--- config.mk ---
export PLATFORM = sky130hd
export DESIGN_NAME = serial_perceptron
export DESIGN_NICKNAME = d
export VERILOG_FILES = /design/src/rtl/serial_perceptron.sv
export SDC_FILE = /design/constraint.sdc
export NUM_CORES = 1
export LEC_CHECK = 0
export CAP_MARGIN = 20
export CORE_MARGIN = 3
export CORE_UTILIZATION = 60
export CTS_CLUSTER_DIAMETER = 150
export DETAILED_ROUTE_END_ITERATION = 10
export HOLD_SLACK_MARGIN = 0.12
export PLACE_DENSITY = 0.89
export SYNTH_ARGS = -nofsm -noshare
export SYNTH_HDL_FRONTEND = slang
export SYNTH_SLANG_ARGS = --single-unit
--- constraint.sdc ---
create_clock -name clk -period 8.65 [get_ports clk]
set_input_delay 2.595 -clock clk [delete_from_list [all_inputs] [get_ports clk]]
set_output_delay 2.595 -clock clk [all_outputs]
set_load 0.02 [all_outputs]
--- src/rtl/serial_perceptron.sv ---
// Bit-serial perceptron: accumulates one weighted binary input per cycle, then thresholds sum+bias.
// Define PERCEPTRON_TRAIN_EN to add the target port and a one-cycle perceptron weight update on misclassification.
module serial_perceptron #(
    parameter int N_IN  = 16,
    parameter int W     = 8,
    parameter int WINIT = 128,
    parameter int LR    = 1
) (
    input  logic                      clk,
    input  logic                      rst_n,
    input  logic                      start,
    input  logic [N_IN-1:0]           x,
    input  logic [W-1:0]              bias,
    input  logic [W-1:0]              threshold,
    input  logic                      wr_en,
    input  logic [$clog2(N_IN)-1:0]   wr_addr,
    input  logic [W-1:0]              wr_data,
`ifdef PERCEPTRON_TRAIN_EN
    input  logic                      target,
`endif
    output logic                      busy,
    output logic                      done,
    output logic                      class_out,
    output logic [W-1:0]              sum_out
);

    localparam int AW = $clog2(N_IN);

    typedef enum logic [2:0] {
        IDLE,
        ACCUM,
        COMPARE,
`ifdef PERCEPTRON_TRAIN_EN
        UPDATE,
`endif
        DONE
    } state_t;

    state_t          state_q;
    logic [N_IN-1:0] x_q;
    logic [W-1:0]    bias_q;
    logic [W-1:0]    thr_q;
    logic [W-1:0]    acc_q;
    logic [W-1:0]    acc_d;
    logic [AW-1:0]   idx_q;
    logic            result_q;
    logic            result_d;
    logic            done_q;
    logic            class_q;
    logic [W-1:0]    sum_q;
    logic [W-1:0]    weights_q [N_IN];
    logic [W:0]      accSum;
    logic [W:0]      biasedSum;
    logic            wrHit;
    logic            lastIdx;

    assign busy      = (state_q != IDLE);
    assign done      = done_q;
    assign class_out = class_q;
    assign sum_out   = sum_q;

    // Any carry out of the W-bit accumulator clamps it to all-ones.
    assign accSum    = {1'b0, acc_q} + (x_q[idx_q] ? {1'b0, weights_q[idx_q]} : {(W+1){1'b0}});
    assign acc_d     = accSum[W] ? {W{1'b1}} : accSum[W-1:0];
    assign biasedSum = {1'b0, acc_q} + {1'b0, bias_q};
    assign result_d  = (biasedSum > {1'b0, thr_q});
    assign wrHit     = wr_en && ({1'b0, wr_addr} < (AW+1)'(N_IN));
    assign lastIdx   = (idx_q == AW'(N_IN - 1));

`ifdef PERCEPTRON_TRAIN_EN
    localparam logic [W:0] LR1 = (W+1)'(LR);

    logic            target_q;
    logic [W-1:0]    wInc [N_IN];
    logic [W-1:0]    wDec [N_IN];
    logic [W:0]      wUp  [N_IN];

    always_comb begin
        for (int i = 0; i < N_IN; i++) begin
            wUp[i]  = {1'b0, weights_q[i]} + LR1;
            wInc[i] = wUp[i][W] ? {W{1'b1}} : wUp[i][W-1:0];
            wDec[i] = ({1'b0, weights_q[i]} < LR1) ? {W{1'b0}} : (weights_q[i] - LR1[W-1:0]);
        end
    end
`endif

    always_ff @(posedge clk) begin
        if (!rst_n) begin
            state_q  <= IDLE;
            x_q      <= '0;
            bias_q   <= '0;
            thr_q    <= '0;
            acc_q    <= '0;
            idx_q    <= '0;
            result_q <= 1'b0;
            done_q   <= 1'b0;
            class_q  <= 1'b0;
            sum_q    <= '0;
`ifdef PERCEPTRON_TRAIN_EN
            target_q <= 1'b0;
`endif
            for (int i = 0; i < N_IN; i++) begin
                weights_q[i] <= W'(WINIT);
            end
        end else begin
            done_q <= 1'b0;
            unique case (state_q)
                IDLE: begin
                    // The write lands on the same edge as the latch, so the pass reads it from ACCUM onward.
                    if (wrHit) begin
                        weights_q[wr_addr] <= wr_data;
                    end
                    if (start) begin
                        x_q     <= x;
                        bias_q  <= bias;
                        thr_q   <= threshold;
`ifdef PERCEPTRON_TRAIN_EN
                        target_q <= target;
`endif
                        acc_q   <= '0;
                        idx_q   <= '0;
                        state_q <= ACCUM;
                    end
                end
                ACCUM: begin
                    acc_q <= acc_d;
                    idx_q <= idx_q + AW'(1);
                    if (lastIdx) begin
                        state_q <= COMPARE;
                    end
                end
                COMPARE: begin
                    result_q <= result_d;
`ifdef PERCEPTRON_TRAIN_EN
                    state_q  <= (result_d != target_q) ? UPDATE : DONE;
`else
                    state_q  <= DONE;
`endif
                end
`ifdef PERCEPTRON_TRAIN_EN
                UPDATE: begin
                    for (int i = 0; i < N_IN; i++) begin
                        if (x_q[i]) begin
                            weights_q[i] <= target_q ? wInc[i] : wDec[i];
                        end
                    end
                    state_q <= DONE;
                end
`endif
                DONE: begin
                    class_q <= result_q;
                    sum_q   <= acc_q;
                    done_q  <= 1'b1;
                    state_q <= IDLE;
                end
                default: state_q <= IDLE;
            endcase
        end
    end

endmodule
==> flow_metrics.env, run 1 <==
export IMPL_crit_type="in -> reg"
export IMPL_cts_resized=0
export IMPL_critPathLaunchType="input pin"
export IMPL_nets=878
export IMPL_cp_required_ns=8.95
export IMPL_root_buffer="clkbuf_16"
export IMPL_cp_startpoint="start"
export IMPL_grt_ovfl_total=0
export IMPL_path_buf_inv=1
export IMPL_layout_drive_gt1_share=0.107
export IMPL_io_pins=59
export IMPL_final_common_cell="edfxtp_1"
export IMPL_slew_headroom=0.280
export IMPL_dp_hpwl_um=14700
export IMPL_clock_path_buffers=2
export IMPL_critPathTopFamily="simple AND/OR/NAND/NOR gates"
export IMPL_fin_ws_ns=3.81
export IMPL_tightest_slew_ns=1.08
export IMPL_syn_to_final_growth_pct=13.8
export IMPL_syn_area_um2=9200
export IMPL_syn_avg_cell_area_um2=12.2
export IMPL_yosys_area_top_type="edfxtp_1"
export IMPL_async_flop_share=0
export IMPL_worst_path_stages=6
export IMPL_hold_violations=0
export IMPL_cap_violations=0
export IMPL_netlist_area_leader_share=0.418
export IMPL_port_buffer_count=58
export IMPL_max_stage_delay_ns=0.85
export IMPL_hold_buffers=0
export IMPL_num_antenna_cells=0
export IMPL_rows=44
export IMPL_path_max_fanout=33
export IMPL_avgRoutedWirePerCell_um=20.9
export IMPL_rrSetupSlack_ns=4.81
export IMPL_vias=6161
export IMPL_grt_max_degree=77
export IMPL_crit_path_end="acc_q[6]"
export IMPL_timing_rr_end="acc_q[6]"
export IMPL_fin_tns_setup_ns=0
export IMPL_outcome="completed"
export IMPL_pre_cts_slack_ns=3.43
export IMPL_ys_flop_type="edfxtp_1"
export IMPL_path_common_cell="and2_1"
export IMPL_ys_warnings_count=0
export IMPL_power_leakage_nw=3.73
export IMPL_grt_pass1_wl_um=32200
export IMPL_grt_util_all_layers=0.256
export IMPL_die_area_um2=16900
export IMPL_mostFrequentLayoutCells="edfxtp_1, and2_1, nand2_1"
export IMPL_synth_nets=833
export IMPL_synth_area_top_cells="edfxtp_1, dfxtp_1, mux4_2"
export IMPL_clkLatencyLatePin_ns=0.43
export IMPL_period_needed_ns=4.84
export IMPL_fin_crit_sh=0.560
export IMPL_drv_slew=0
export IMPL_clock_sinks=189
export IMPL_synth_edff_count=128
export IMPL_p_per_area_nw_per_um2=215
export IMPL_cts_tree="built"
export IMPL_rr_worst_depth=12
export IMPL_min_path_type="reg -> reg"
export IMPL_arrival_ns=5.14
export IMPL_die_h_um=130
export IMPL_rsz0062_at_grt="false"
export IMPL_initial_utilization=0.624
export IMPL_skew_ns=0.00910
export IMPL_path_cells="clkdlybuf4s50_1 -> and2_1 -> a21oi_1 -> and2_1 -> a2111oi_0 -> nor2_1"
export IMPL_ant_nets=0
export IMPL_syn_inst=753
export IMPL_ys_types=42
export IMPL_clk_pin_slew_worst_paths_ns=0.07
export IMPL_drt_pass1_iterations=5
export IMPL_cpMaxStageDelayCell="and2_1"
export IMPL_die_w_um=130
export IMPL_gp_congestion=0.889
export IMPL_synth_seq_cells=189
export IMPL_wl_um=20800
export IMPL_grt_pass1_vias=6043
export IMPL_drcViolationCount=0
export IMPL_fmax_ghz=0.206
export IMPL_drtIter0Drc=489
export IMPL_vdd_drop_max_mv=0.158
export IMPL_setup_viol=0
export IMPL_end_kind="flip-flop"
export IMPL_antenna_found_initial=0
export IMPL_htree_levels=4
export IMPL_cts_setup_buffers=0
export IMPL_core_area_um2=14800
export IMPL_ys_seq_area_frac=0.550
export IMPL_cts_buffers_inserted=17
export IMPL_vias_per_cell=6.19
==> synth_stat cells (2+ instances only) <==
cell	n
clkbuf_1	32
nor3_1	12
buf_1	4
o31ai_1	2
nor2b_1	25
a211oi_1	2
buf_6	3
o21a_1	3
nor2_1	26
o31a_1	2
edfxtp_1	128
and3_1	2
buf_2	2
a22oi_1	3
mux4_2	43
o21ai_0	26
o21bai_1	2
xor2_1	3
mux2i_1	13
inv_1	20
nand2_1	80
or3_1	14
o41ai_1	2
nand2b_1	15
dfxtp_1	61
xnor2_1	5
a21oi_1	16
a211o_1	2
o211ai_1	4
and2_1	118
a21boi_0	35
nand3_1	8
fa_1	2
ha_1	30
==> registers in the layout, summed over array words and instances (netlist names), named ones only <==
name       flops
weights_q    128
x_q           16
acc_q          8
bias_q         8
sum_out        8
thr_q          8
idx_q          4
state_q        2
class_out      1
done           1
result_q       1
==> kinds of logic (layout without fill, tap and decap cells) <==
family                     Yosys count  count (layout)  synth area share
AOI/OAI and AO/OA                  104             104            0.0750
xor gates and xnor gates             8               8           0.00761
adders and majority gates           32              32            0.0451
buffers and inverters               61             119            0.0276
DFF                                189             189             0.550
muxes                               57              57             0.121
and+or+nand+nor                    302             302             0.174
==> report_power, final <==
part | switching [mW] | internal [mW] | total, mW | leakage [nW]
clock network | 0.356 | 0.408 | 0.764 | 0.277
logic | 0.230 | 0.183 | 0.413 | 1.69
registers | 0.0488 | 1.03 | 1.07 | 1.76
total | 0.634 | 1.62 | 2.25 | 3.73
==> layer usage <==
layer,vias up,GRT usage,share of wire
li1,2791,-,-
met1,3034,0.310,0.38
met2,284,0.458,0.52
met3,52,0.0561,0.070
met4,0,0.0831,0.026
met5,-,0,0
==> worst register-to-register path: cells and delay by family, from the launching register on <==
family	cells	cell delay (ns)
AOI/OAI and AO/OA	3	0.97
adders and majority gates	2	0.43
buffers and inverters	2	0.35
DFF	1	0.62
muxes	2	1.02
and+or+nand+nor	3	0.31
==> through the flow <==
stage / power, mW / utilization / std cells / hold slack (ns) / cell area, um^2
final: 2.25 / 0.710 / 995 / 0.464 / 10500
after global routing: 2.35 / 0.710 / 995 / 0.486 / 10500
after CTS: 2.25 / 0.706 / 988 / 0.469 / 10400
after detailed placement: 1.50 / 0.667 / 956 / 0.459 / 9850
after global placement: 1.47 / 0.667 / 956 / 0.452 / 9850
after floorplan: 1.38 / - / 753 / 0.440 / 9200
==> worst min-delay path by stage <==
stage | startpoint | to | slack [ns] | depth (start not counted)
2_1_floorplan | x_q[12] | x_q[12] | 0.44 | 2
3_3_place_gp | x_q[1] | x_q[1] | 0.45 | 2
3_5_place_dp | x_q[15] | x_q[15] | 0.46 | 2
4_1_cts | x_q[15] | x_q[15] | 0.47 | 2
5_1_grt | x_q[15] | x_q[15] | 0.49 | 2
6_report | x_q[15] | x_q[15] | 0.46 | 2
==> layout make-up <==
cell class / count / area [um^2]
sequential: 189 / 5070
clock buffer: 18 / 429
inverter: 20 / 75.1
timing repair buffer: 67 / 646
clock inverter: 14 / 143
tap: 184 / 230
multi-input combinational: 503 / 3880
fill: 950 / 4280
Power figures use the tool's default switching activity.
==> run 2, diff against run 1 <==
- CORE_UTILIZATION: 60 -> 59
- PLACE_DENSITY: 0.89 -> 0.87
- clock period: 8.65 -> 5 ns (I/O delays scaled with it)
==> flow_metrics.env, run 2 (synthesis results as in run 1) <==
export IMPL_cts_tree="built"
export IMPL_cap_violations=0
export IMPL_vias=6010
export IMPL_io_pins=59
export IMPL_place_area_um2=9980
export IMPL_antenna_found_initial=0
export IMPL_outcome="completed"
export IMPL_critPathTopFamily="multiplexers"
export IMPL_crit_type="reg -> reg"
export IMPL_syn_to_final_growth_pct=15.3
export IMPL_layout_drive_gt1_share=0.118
export IMPL_hold_violations=0
export IMPL_clock_path_buffers=2
export IMPL_fmax_ghz=0.256
export IMPL_path_cells="buf_4 -> mux4_2 -> mux4_2 -> nor2b_1 -> ha_1 -> nor2b_1 -> o31a_1 -> o211a_1 -> a2111oi_0 -> nor2_1"
export IMPL_path_buf_inv=1
export IMPL_wl_um=20500
export IMPL_stdcell_area_um2=10600
export IMPL_rrSetupSlack_ns=1.09
export IMPL_hold_depth=2
export IMPL_rows=45
export IMPL_fin_tns_setup_ns=0
export IMPL_die_w_um=131
export IMPL_min_path_type="reg -> reg"
export IMPL_arrival_ns=4.23
export IMPL_fin_crit_sh=0.782
export IMPL_die_h_um=131
export IMPL_cts_resized=0
export IMPL_die_area_um2=17100
export IMPL_drcViolationCount=0
export IMPL_max_stage_delay_ns=0.77
export IMPL_tightest_slew_ns=1.01
export IMPL_worst_path_stages=10
export IMPL_reg_top3="weights_q x128, x_q x16"
export IMPL_period_needed_ns=3.91
export IMPL_critPathLaunchType="flip-flop"
export IMPL_final_common_cell="edfxtp_1"
export IMPL_largest_reg_flops=128
export IMPL_p_per_area_nw_per_um2=375
export IMPL_hold_buffers=0
export IMPL_drtIter0Drc=537
export IMPL_drt_pass1_iterations=5
export IMPL_clk_pin_slew_worst_paths_ns=0.07
export IMPL_mostFrequentLayoutCells="edfxtp_1, and2_1, nand2_1"
export IMPL_cts_buffers_inserted=17
export IMPL_grt_pass1_vias=6107
export IMPL_cpMaxStageDelayCell="dfxtp_2"
export IMPL_holdWs_ns=0.469
export IMPL_cts_setup_buffers=0
export IMPL_grt_pass1_wl_um=32400
export IMPL_rsz0062_at_grt="false"
export IMPL_power_leakage_nw=3.79
export IMPL_gp_congestion=0.925
export IMPL_grt_util_all_layers=0.253
export IMPL_setup_viol=0
export IMPL_clock_sinks=189
export IMPL_dp_hpwl_um=14400
export IMPL_num_antenna_cells=0
export IMPL_avgRoutedWirePerCell_um=19.9
export IMPL_core_area_um2=15300
export IMPL_skew_ns=0.0137
export IMPL_vias_per_cell=5.83
export IMPL_path_max_fanout=19
export IMPL_nets=886
export IMPL_root_buffer="clkbuf_16"
export IMPL_initial_utilization=0.603
export IMPL_ant_nets=0
export IMPL_cp_required_ns=5.32
export IMPL_grt_max_degree=59
export IMPL_slew_headroom=0.327
export IMPL_rr_worst_depth=10
export IMPL_finalPower_mw=3.98
export IMPL_vdd_drop_max_mv=0.273
export IMPL_regMostFlops="weights_q"
export IMPL_grt_ovfl_total=0
export IMPL_end_kind="flip-flop"
export IMPL_htree_levels=4
export IMPL_clkLatencyLatePin_ns=0.44
export IMPL_port_buffer_count=58
export IMPL_drv_slew=0
==> run 2: stage by stage <==
stage	setup slack (ns)	instances	util
floorplan	1.75	753	-
global placement	1.21	996	0.654
detailed placement	1.06	996	0.654
CTS	1.07	1028	0.695
global route	0.777	1030	0.695
finish	1.09	1030	0.695
==> run 2: worst paths after layout <==
| check | to | startpoint |
|---|---|---|
| worst max-delay path | acc_q[6] | flip-flop |
| worst min-delay path | thr_q[3] | thr_q[3] |
| worst max register to register | acc_q[6] | flip-flop |
| worst min register to register | thr_q[3] | thr_q[3] |
==> run 2: cell type report <==
| cell class | instances | area (um^2) |
|---|---|---|
| Clock inverter | 15 | 198 |
| Clock buffer | 17 | 425 |
| Sequential cell | 189 | 5070 |
| Timing Repair Buffer | 75 | 698 |
| Tap cell | 211 | 264 |
| Multi-Input combinational cell | 503 | 3880 |
| Inverter | 20 | 75.1 |
| Fill cell | 1022 | 4650 |
==> run 2: power breakdown <==
group / total, mW / internal (mW) / leakage (nW) / switching (mW)
logic: 0.704 / 0.321 / 1.73 / 0.383
registers: 1.86 / 1.77 / 1.76 / 0.0914
clock network: 1.41 / 0.764 / 0.299 / 0.648
total: 3.98 / 2.86 / 3.79 / 1.12
==> run 2: metal layers <==
metal | vias to the layer above | share of wire | GRT usage
met2 | 231 | 0.52 | 0.441
met1 | 2943 | 0.40 | 0.317
met3 | 34 | 0.059 | 0.0561
met4 | 0 | 0.018 | 0.0786
li1 | 2802 | - | -
met5 | - | 0 | 0
==> run 2: worst register-to-register path, stage by stage (launching register included) <==
cell and delay (ns):
dfxtp_2 0.77, buf_4 0.31, mux4_2 0.55, mux4_2 0.45
nor2b_1 0.14, ha_1 0.35, nor2b_1 0.17, o31a_1 0.29
o211a_1 0.34, a2111oi_0 0.33, nor2_1 0.09
==> run 3, diff against run 2 <==
- clock period: 5 -> 3.6 ns (I/O delays scaled with it)
==> flow_metrics.env, run 3 (synthesis results as in run 1) <==
export IMPL_outcome="completed"
export IMPL_antenna_found_initial=0
export IMPL_vdd_drop_max_mv=0.555
export IMPL_drv_slew=0
export IMPL_io_pins=59
export IMPL_stdcell_area_um2=10700
export IMPL_drcViolationCount=0
export IMPL_timing_rr_end="acc_q[1]"
export IMPL_grt_ovfl_total=0
export IMPL_min_path_type="reg -> reg"
export IMPL_path_cells="buf_12 -> mux4_2 -> mux4_2 -> nor2b_1 -> ha_1 -> inv_1 -> fa_1 -> nor2b_1 -> o31a_1 -> o211a_2 -> o31ai_1 -> a21boi_0"
export IMPL_drt_pass1_iterations=5
export IMPL_pwr_share_seq=0.473
export IMPL_regMostFlops="weights_q"
export IMPL_switching_share=0.288
export IMPL_root_buffer="clkbuf_16"
export IMPL_fin_crit_sh=0.949
export IMPL_path_buf_inv=2
export IMPL_vias=6226
export IMPL_skew_ns=0.00969
export IMPL_port_buffer_count=58
export IMPL_cp_required_ns=3.92
export IMPL_critPathLaunchType="flip-flop"
export IMPL_worst_path_stages=12
export IMPL_comb_power_share=0.202
export IMPL_rr_worst_depth=12
export IMPL_finalNonFillerCells=1043
export IMPL_drtIter0Drc=514
export IMPL_clock_path_buffers=2
export IMPL_cts_tree="built"
export IMPL_core_area_um2=15300
export IMPL_period_needed_ns=3.42
export IMPL_rows=45
export IMPL_fin_util=0.700
export IMPL_initial_utilization=0.603
export IMPL_die_h_um=131
export IMPL_dp_cells=1010
export IMPL_grt_util_all_layers=0.266
export IMPL_seqCellArea_um2=5070
export IMPL_power_switching_mw=1.56
export IMPL_setup_viol=0
export IMPL_place_area_um2=10100
export IMPL_grt_pass1_vias=6499
export IMPL_tightest_slew_ns=0.663
export IMPL_die_area_um2=17100
export IMPL_nets=899
export IMPL_vias_per_cell=5.97
export IMPL_mostFrequentLayoutCells="edfxtp_1, and2_1, nand2_1"
export IMPL_fillers=997
export IMPL_slew_headroom=0.557
export IMPL_arrival_ns=3.73
export IMPL_ant_nets=0
export IMPL_p_per_area_nw_per_um2=507
export IMPL_largest_reg_flops=128
export IMPL_max_stage_delay_ns=0.54
export IMPL_clk_pin_slew_worst_paths_ns=0.07
export IMPL_gp_congestion=0.911
export IMPL_layout_drive_gt1_share=0.131
export IMPL_clock_sinks=189
export IMPL_grt_max_degree=59
export IMPL_path_max_fanout=14
export IMPL_wl_um=21900
export IMPL_power_leakage_nw=3.82
export IMPL_cpMaxStageDelayCell="mux4_2"
export IMPL_crit_path_end="acc_q[1]"
export IMPL_clkLatencyLatePin_ns=0.43
export IMPL_p_clk_frac=0.325
export IMPL_die_w_um=131
export IMPL_internal_power_mw=3.86
export IMPL_syn_to_final_growth_pct=16.1
export IMPL_hold_violations=0
export IMPL_fmax_ghz=0.293
export IMPL_final_common_cell="edfxtp_1"
export IMPL_crit_type="reg -> reg"
export IMPL_critPathTopFamily="multiplexers"
export IMPL_reg_top3="weights_q x128, x_q x16"
export IMPL_dp_hpwl_um=15200
export IMPL_htree_levels=4
export IMPL_multi_input_area_um2=3890
export IMPL_avgRoutedWirePerCell_um=21.0
export IMPL_end_kind="flip-flop"
export IMPL_rrSetupSlack_ns=0.18
export IMPL_cap_violations=0
export IMPL_rsz0062_at_grt="false"
export IMPL_fin_tns_setup_ns=0
export IMPL_grt_pass1_wl_um=33900
export IMPL_num_antenna_cells=0
export IMPL_cts_buffers_inserted=17
## run 3: worst reg2reg max path: cells and delay by family (launching register included)
kind | cells | cell delay (ns)
buffers and inverters | 2 | 0.26
muxes | 2 | 1.01
adders and majority gates | 2 | 0.42
DFF | 1 | 0.41
and+or+nand+nor | 2 | 0.23
AOI/OAI and AO/OA | 4 | 0.98
## run 3: through the flow
stage                     hold WS, ns  setup WS (ns)  total power, mW
final                           0.471          0.183             5.41
after floorplan                 0.440          0.348             3.31
after CTS                       0.470         0.0989             5.40
after detailed placement        0.457          0.136             3.66
after global placement          0.452          0.255             3.59
after global routing            0.491         0.0111             5.65
## run 3: final cells by class
type | count | area share
multi-input combinational | 503 | 0.364
clock buffer | 19 | 0.0405
timing repair buffer | 88 | 0.0790
tap | 211 | 0.0247
inverter | 20 | 0.00703
sequential | 189 | 0.474
clock inverter | 13 | 0.0101
## run 3: what timing repair did
action | in CTS | in global routing
setup endpoints to repair | 0 | 6
hold buffers | 0 | 0
buffers inserted | 0 | 0
gates resized for setup | 0 | 5
## run 3: how the worst min path moves through the flow
stage / startpoint / end / cells after the start / slack [ns]
2_1_floorplan: x_q[12] / x_q[12] / 2 / 0.44
3_3_place_gp: thr_q[7] / thr_q[7] / 2 / 0.45
3_5_place_dp: x_q[15] / x_q[15] / 2 / 0.46
4_1_cts: x_q[15] / x_q[15] / 2 / 0.47
5_1_grt: x_q[11] / x_q[11] / 2 / 0.49
6_report: x_q[9] / x_q[9] / 2 / 0.47
## run 3: power by group through the flow
stage / clock network (mW) / logic (mW) / registers [mW]
floorplan: 0 / 0.758 / 2.56
CTS: 1.77 / 1.07 / 2.55
global placement: 0 / 1.00 / 2.59
detailed placement: 0 / 1.06 / 2.60
global route: 1.87 / 1.20 / 2.57
finish: 1.76 / 1.09 / 2.56
## run 3: routing by layer
layer  share of wire  track usage  wire (um)
met1            0.37        0.300       8050
met4           0.045        0.129        996
met5               0            0          0
met2            0.53        0.476      11600
met3           0.058       0.0614       1280
